## config.mk

```make
export PLATFORM = sky130hd
export DESIGN_NAME = io_timer
export DESIGN_NICKNAME = d
export VERILOG_FILES = /design/src/rtl/io_timer.sv
export SDC_FILE = /design/constraint.sdc
export NUM_CORES = 1
export LEC_CHECK = 0
export ABC_AREA = 1
export BUFFER_PORTS_ARGS = -buffer_cell sky130_fd_sc_hd__buf_2
export CORE_UTILIZATION = 58
export DETAILED_ROUTE_END_ITERATION = 8
export HOLD_SLACK_MARGIN = 0.03
export PLACE_DENSITY = 0.81
export RECOVER_POWER = 50
export SYNTH_ARGS = -nofsm -noshare
export SYNTH_HDL_FRONTEND = slang
export SYNTH_SLANG_ARGS = --single-unit
```

## constraint.sdc

```tcl
create_clock -name clk -period 2.5 [get_ports clk]
set_clock_uncertainty 0.15 [all_clocks]
set_input_delay 0.125 -clock clk [delete_from_list [all_inputs] [get_ports clk]]
set_output_delay 0.125 -clock clk [all_outputs]
set_load 0.03 [all_outputs]
```

## src/rtl/io_timer.sv

```systemverilog
// Memory-mapped down-counting timer with prescaler, one-shot/auto-reload modes,
// sticky expiry flag (write-1-to-clear) and an interrupt request gated by IE.
module io_timer #(
    parameter int PRESC_W = 16
) (
    input  logic        clk,
    input  logic        rst,
    input  logic        ce,
    input  logic        we,
    input  logic [31:0] addr,
    input  logic [31:0] wtData,
    output logic [31:0] rdData,
    output logic        intimer
);

    logic               ctrlEn;
    logic               ctrlAuto;
    logic               ctrlIe;
    logic [31:0]        loadReg;
    logic [31:0]        countReg;
    logic               expFlag;
    logic [PRESC_W-1:0] prescReg;
    logic [PRESC_W-1:0] pcnt;

    logic       wrEn;
    logic [2:0] sel;
    logic       ctrlWr;
    logic       loadWr;
    logic       countWr;
    logic       statusWr;
    logic       prescWr;
    logic       tick;
    logic       expire;
    logic       enNext;
    logic       unusedAddrBits;

    assign sel      = addr[4:2];
    assign wrEn     = ce & we;
    assign ctrlWr   = wrEn && (sel == 3'd0);
    assign loadWr   = wrEn && (sel == 3'd1);
    assign countWr  = wrEn && (sel == 3'd2);
    assign statusWr = wrEn && (sel == 3'd3);
    assign prescWr  = wrEn && (sel == 3'd4);

    assign tick   = ctrlEn && (pcnt == prescReg);
    assign expire = tick && (countReg == 32'd0);

    assign unusedAddrBits = ^{addr[31:5], addr[1:0]};

    // A software write to CTRL always overrides the one-shot auto-disable.
    always_comb begin
        enNext = ctrlEn;
        if (ctrlWr) begin
            enNext = wtData[0];
        end else if (expire && !ctrlAuto) begin
            enNext = 1'b0;
        end
    end

    always_ff @(posedge clk) begin
        if (rst) begin
            ctrlEn   <= 1'b0;
            ctrlAuto <= 1'b0;
            ctrlIe   <= 1'b0;
            loadReg  <= 32'd0;
            countReg <= 32'd0;
            expFlag  <= 1'b0;
            prescReg <= '0;
            pcnt     <= '0;
        end else begin
            ctrlEn <= enNext;
            if (ctrlWr) begin
                ctrlAuto <= wtData[1];
                ctrlIe   <= wtData[2];
            end
            if (loadWr) begin
                loadReg <= wtData;
            end
            if (prescWr) begin
                prescReg <= wtData[PRESC_W-1:0];
            end

            // Restart the prescaler phase whenever the timer is (re)enabled or stopped.
            if (!enNext || (ctrlWr && !ctrlEn) || tick) begin
                pcnt <= '0;
            end else begin
                pcnt <= pcnt + PRESC_W'(1);
            end

            if (countWr) begin
                countReg <= wtData;
            end else if (tick) begin
                if (countReg != 32'd0) begin
                    countReg <= countReg - 32'd1;
                end else if (ctrlAuto) begin
                    countReg <= loadReg;
                end
            end

            // Expiry beats a simultaneous clear so no event is ever lost.
            if (expire) begin
                expFlag <= 1'b1;
            end else if (statusWr && wtData[0]) begin
                expFlag <= 1'b0;
            end
        end
    end

    assign intimer = expFlag & ctrlIe;

    always_comb begin
        rdData = 32'd0;
        if (ce && !we) begin
            case (sel)
                3'd0:    rdData = {29'd0, ctrlIe, ctrlAuto, ctrlEn};
                3'd1:    rdData = loadReg;
                3'd2:    rdData = countReg;
                3'd3:    rdData = {31'd0, expFlag};
                3'd4:    rdData = 32'(prescReg);
                default: rdData = 32'd0;
            endcase
        end
    end

endmodule
```

==> results of run 1 <==
[cell type report]
class                           instances  area, µm²
Timing Repair Buffer                  131      864.6
Clock buffer                           10      239.0
Inverter                              144      540.5
Multi-Input combinational cell        834       3785
Fill cell                            1024       3269
Clock inverter                          5      60.06
Tap cell                              140      175.2
Sequential cell                       100       2002
[state kept, by name (all words and copies together), names as in the netlist]
signal / flops
countReg: 32
ctrlAuto: 1
ctrlEn: 1
ctrlIe: 1
expFlag: 1
loadReg: 32
pcnt: 16
prescReg: 16
[kinds of logic after synthesis]
group                      count (synthesis)  share of synthesized area [%]
AOI/OAI and AO/OA                        208                          16.80
buffers and inverters                    187                          11.52
and+or+nand+nor                          600                          37.42
xor gates and xnor gates                  23                          3.080
adders and majority gates                  3                         0.5740
DFF                                      100                          30.61
[power breakdown]
group | switching, µW | internal [µW]
registers | 36.8 | 1630
logic | 1210 | 648
clock network | 660 | 804
[final timing paths]
| path | end | slack (ns) | cells after the start |
|---|---|---|---|
| setup / recovery | pcnt[11]$_SDFF_PP0_ | 0.22 | 11 |
| hold / removal | countReg[20]$_SDFFE_PP0P_ | 0.12 | 3 |
| setup reg to reg | pcnt[11]$_SDFF_PP0_ | 0.22 | 11 |
| hold reg to reg | loadReg[27]$_SDFFE_PP0P_ | 0.32 | 2 |
[cells in the final DEF (no fill, tap or decap), types with 2 or more instances in the layout]
master	count
buf_4	24
nand3b_1	5
dfxtp_1	100
nand3_1	54
nor2_4	3
clkbuf_1	21
nor3_1	4
a21oi_1	103
xor2_1	19
clkbuf_16	9
buf_2	52
nor2_1	161
nor2_2	2
inv_6	2
inv_1	139
nand4_1	12
o21ai_0	80
a31oi_1	3
nand2_1	353
o221ai_1	6
a221oi_1	2
ha_1	3
inv_2	4
dlygate4sd3_1	32
o22ai_1	10
xnor2_1	4
[critical path, stage by stage, from the launching register on]
cell and delay [ns]:
dfxtp_1 0.33, inv_1 0.16, ha_1 0.23, nand2_1 0.07
nor2_1 0.10, nand3_1 0.16, nor2_4 0.20, nand2_1 0.12
o21bai_2 0.16, nand2_1 0.08, nand3_2 0.30, nor2_1 0.10
[through the flow]
| stage | utilization, % | worst slack (ns) |
|---|---|---|
| 6_report | 70.10 | 0.2182 |
| 5_1_grt | 70.10 | 0.05889 |
| 4_1_cts | 70.41 | 0.2345 |
| 3_5_place_dp | 64.75 | 0.2512 |
| 3_3_place_gp | 64.75 | 0.3153 |
| 2_1_floorplan | - | 0.6605 |
[layer usage]
layer	wire, µm	vias up
met4	323	0
met5	0	-
met3	1698	35
met1	9850	3418
li1	-	3745
met2	8665	329
[what timing repair did]
| item | in CTS | in global routing |
|---|---|---|
| hold buffers | 32 | 0 |
| gates resized for setup | 0 | 0 |
| endpoints found under the hold margin | 80 | 0 |
==> metrics, run 1 <==
gr busiest metal=met2; critical hold path startpoint=rst; CTS Buf Count=9; First-pass DRT Iterations=5; total track usage=around 37%; total number of vias=~7,500; status=finished, violations left; Syn Std Cell Area=roughly 6500 µm²; port bufs=71; GR met3 Demand/Resource=under 10%; Crit Path Max Fanout=16; final setup fails=0; n_diodes=0; # rows=38; failing checks=max-capacitance violations, max-slew violations; TritonCTS clock tree=done; Total Routed Length=slightly above 20,000 µm; Max IR drop VDD=approximately 690 µV; syn_area_per_cell=5.834 µm²; post-route ant nets=0; CTS Sinks=100; Max-slew headroom=-4.369%; final count of hold timing violations=0; initial antenna violation count=0; met2 Usage GRT=55.41%; # IOs=101; cell area after layout=7666 µm²; post-route setup TNS=0 ns; hold slack=~0.12 ns; Root Buffer=clkbuf_16; global-route wire length before repair=33,370 µm; insertion delay to the later sink of the worst-skew pair=0.36 ns; async set-or-reset flop fraction in the synthesized netlist=0%; DR DRC count=0; leading area contributor after synthesis=dfxtp_1; vias per cell=5.518; Overflow after GRT=0; post-CTS setup buffer count=0; Post-synth top flop=dfxtp_1; Worst Setup Start Kind=flop; fin nets=1,291; dpl hpwl=14,870 µm; Yosys reg bits=100; RSZ-0062 raised after global routing=false; RR Startpoint=countReg[0]$_SDFFE_PP0P_; WL/cell=between 15 and 20 µm; Required @ worst endpoint=2.58 ns; CP arrival=between 2 and 2.5 ns; Post-Syn Instances=~1,100; Die ar.=11,710 µm²; Area Growth Syn to Fin=17.22%; fraction of layout cells with a size suffix above 1=under 10%; largest net degree at the start of global routing=56; H-tree depth=3; main area contributors after synthesis=dfxtp_1 31%, nand2_1 20%, nor2_1 9.2%; Final Max Tran Viols=56; die height=108.2 µm; register area share after synthesis=30.61%; Core ar.=10,940 µm²; vias in the first global route=6,691; worst hold path type=in -> reg; fmax=0.4382 GHz; measured slew at the worst slew-check pin=roughly 1.6 ns; Leakage=0.003642 µW; share of the synthesized area in the top cell type=a little under a third; initial drt markers=~750; min Tclk post-route=2.282 ns; CTS Buffer Depth=2; Die Width=around 110 µm; grt met1 use=a little over half; Setup CP Type=reg -> reg; placed insts=1,317; Tot Pwr=~5000 µW; Syn. warnings=0; EDFF count, synth=0; initial core utilization=59.81%; synth unique cells=36; pwr/cell area=approximately 650 nW/µm²; critical path startpoint=countReg[0]$_SDFFE_PP0P_; most instantiated cells after synthesis=353 x nand2_1, 161 x nor2_1, 138 x inv_1; Mapped Nets=1,192; max cap viols=1; fin crit share=91.27%; Setup crit end kind=flop; clock slew at reported path FFs=0.07 ns; top-count cell post-synth=nand2_1; fin cells=1,364; placed cell area=7081 µm²; routability cong.=0.9617
(Power assumes the default switching activity.)
==> inputs of run 2 (changes only) <==
--- a/config.mk
+++ b/config.mk
@@ -10,7 +10,7 @@
 export CORE_UTILIZATION = 58
 export DETAILED_ROUTE_END_ITERATION = 8
 export HOLD_SLACK_MARGIN = 0.03
-export PLACE_DENSITY = 0.81
+export PLACE_DENSITY_LB_ADDON = 0.3
 export RECOVER_POWER = 50
 export SYNTH_ARGS = -nofsm -noshare
 export SYNTH_HDL_FRONTEND = slang
==> metrics, run 2 (synthesis gave the netlist of run 1 again) <==
status=finished, violations left; failing checks=max-capacitance violations, max-slew violations; cell area after layout=7650 µm² (-0.21%); initial drt markers=747 (-0.13%); dpl hpwl=14,510 µm (-2.4%); P_sw=1874 µW (-1.6%); fmax=0.4268 GHz (-2.6%); Largest regs=countReg (32), loadReg (32); Max-slew headroom=-2.356% (+2.0 points); CTS Buf Count=9 (unchanged); Max IR drop VDD=534.0 µV (-22%); vias per cell=5.439 (-1.4%); clock slew at reported path FFs=0.07 ns (about the same); Final Max Tran Viols=56 (unchanged); Required @ worst endpoint=2.58 ns (about the same); placed cell area=7058 µm² (-0.32%); min Tclk post-route=2.343 ns (+0.06137 ns); WL/cell=14.76 µm (-2.0%); Setup crit end kind=flop; Switching Fraction=37.80% (-0.39 points); total number of vias=7,408 (-1.6%); Overflow after GRT=0 (unchanged); H-tree depth=3 (unchanged); part of the power in registers=33.6% (+0.2 points); die height=108.2 µm (unchanged); Root Buffer=clkbuf_16; post-CTS setup buffer count=0 (unchanged); vias in the first global route=6,701 (+0.15%); initial antenna violation count=0 (unchanged); CTS Sinks=100 (unchanged); n_diodes=0 (unchanged); CP arrival=2.43 ns (+0.07 ns); Clk network pwr share=29.5% (about the same); Comb power frac=36.9% (-0.3 points); routability cong.=0.9460 (-1.6%); insertion delay to the later sink of the worst-skew pair=0.35 ns (about the same); pwr/cell area=647.9 nW/µm² (-0.38%); fin nets=1,288 (-0.23%); Die Width=108.2 µm (unchanged); post-route ant nets=0 (unchanged); total track usage=36.03% (-0.91 points); Fillers=1,028 (+0.39%); fin cells=1,362 (-0.15%); Setup CP Type=reg -> reg; largest net degree at the start of global routing=56 (unchanged); final setup fails=0 (unchanged); max cap viols=1 (unchanged); commonest non-fill, non-tap cells in the layout=353 x nand2_1, 161 x nor2_1, 139 x inv_1; DR DRC count=0 (unchanged); Total Routed Length=20,100 µm (-2.1%); placed insts=1,314 (-0.23%); RSZ-0062 raised after global routing=false; post-route setup TNS=0 ns (unchanged); measured slew at the worst slew-check pin=1.534 ns (-0.03017 ns); port bufs=71 (unchanged); CTS Buffer Depth=2 (unchanged); initial core utilization=59.81% (unchanged); Worst Setup Start Kind=flop; fraction of layout cells with a size suffix above 1=8.756% (-0.067 points); worst hold path type=in -> reg; # IOs=101 (unchanged); fin crit share=93.73% (+2.5 points); Die ar.=11,710 µm² (unchanged); Crit Path Max Fanout=16 (unchanged); # rows=38 (unchanged); global-route wire length before repair=32,850 µm (-1.6%); P_int=3083 µW (about the same); final count of hold timing violations=0 (unchanged); worst hold path depth=5 (+2); TritonCTS clock tree=done; final core occ=69.95% (-0.15 points); cells on worst reg2reg path=11 (unchanged); Leakage=0.003638 µW (-0.11%); Core ar.=10,940 µm² (unchanged); First-pass DRT Iterations=6 (+1); Area Growth Syn to Fin=16.97%; commonest non-fill, non-tap cell in the layout=nand2_1
## run 2: changes by cell type in the layout (fill, tap and decap cells not counted)
cell | before | now
clkbuf_1 | 21 | 20
buf_2 | 52 | 54
inv_6 | 2 | 1
buf_4 | 24 | 21
clkinv_4 | 0 | 1
## run 2: worst paths after layout
check                              to                startpoint  slack, ns
max               pcnt[12]$_SDFF_PP0_  countReg[0]$_SDFFE_PP0P_       0.16
min              expFlag$_SDFFE_PP0P_                   addr[4]       0.13
max reg2reg       pcnt[12]$_SDFF_PP0_  countReg[0]$_SDFFE_PP0P_       0.16
min reg2reg  loadReg[27]$_SDFFE_PP0P_  loadReg[27]$_SDFFE_PP0P_       0.31
## run 2: cell type report
cell class	count	area, µm²	area share [%]
multi-input combinational	834	3785	49.48
clock inverter	5	60.06	0.7851
timing repair buffer	128	844.6	11.04
inverter	144	540.5	7.066
clock buffer	11	242.7	3.173
tap	140	175.2	2.290
sequential	100	2002	26.17
## run 2: worst max-delay path, cell delays in order (launching register included)
cell	delay, ns
dfxtp_1	0.33
inv_1	0.16
ha_1	0.24
nand2_1	0.08
nor2_1	0.09
nand3_1	0.17
nor2_4	0.25
nand2_1	0.12
o21bai_2	0.17
nand2_1	0.08
nand3_2	0.29
nor2_1	0.09
## run 2: per-stage QoR
stage | power (µW) | setup slack [ns] | hold slack [ns]
after CTS | 4931 | 0.1719 | 0.1226
after detailed placement | 3457 | 0.1946 | 0.2263
final | 4957 | 0.1568 | 0.1312
after global placement | 3432 | 0.2349 | 0.2220
after floorplan | 2956 | 0.6605 | 0.1099
after global routing | 5268 | 0.008594 | 0.1394
## run 2: metal layers
metal / vias to the layer above / wire length, µm / GRT usage [%]
li1: 3734 / - / -
met1: 3312 / 9264 / 51.62
met2: 345 / 8733 / 56.05
met3: 17 / 1916 / 6.691
met4: 0 / 185 / 7.436
met5: - / 0 / 0
## run 2: timing repair
item | CTS | global route
endpoints found under the hold margin | 81 | 0
resized for setup | 0 | 0
hold buffers | 32 | 0
## run 2: power groups by stage
stage	clock network (µW)	logic (µW)	registers, µW
3_3_place_gp	0	1730	1700
3_5_place_dp	0	1760	1700
6_report	1460	1830	1670
2_1_floorplan	0	1260	1690
4_1_cts	1460	1800	1660
5_1_grt	1530	2070	1670
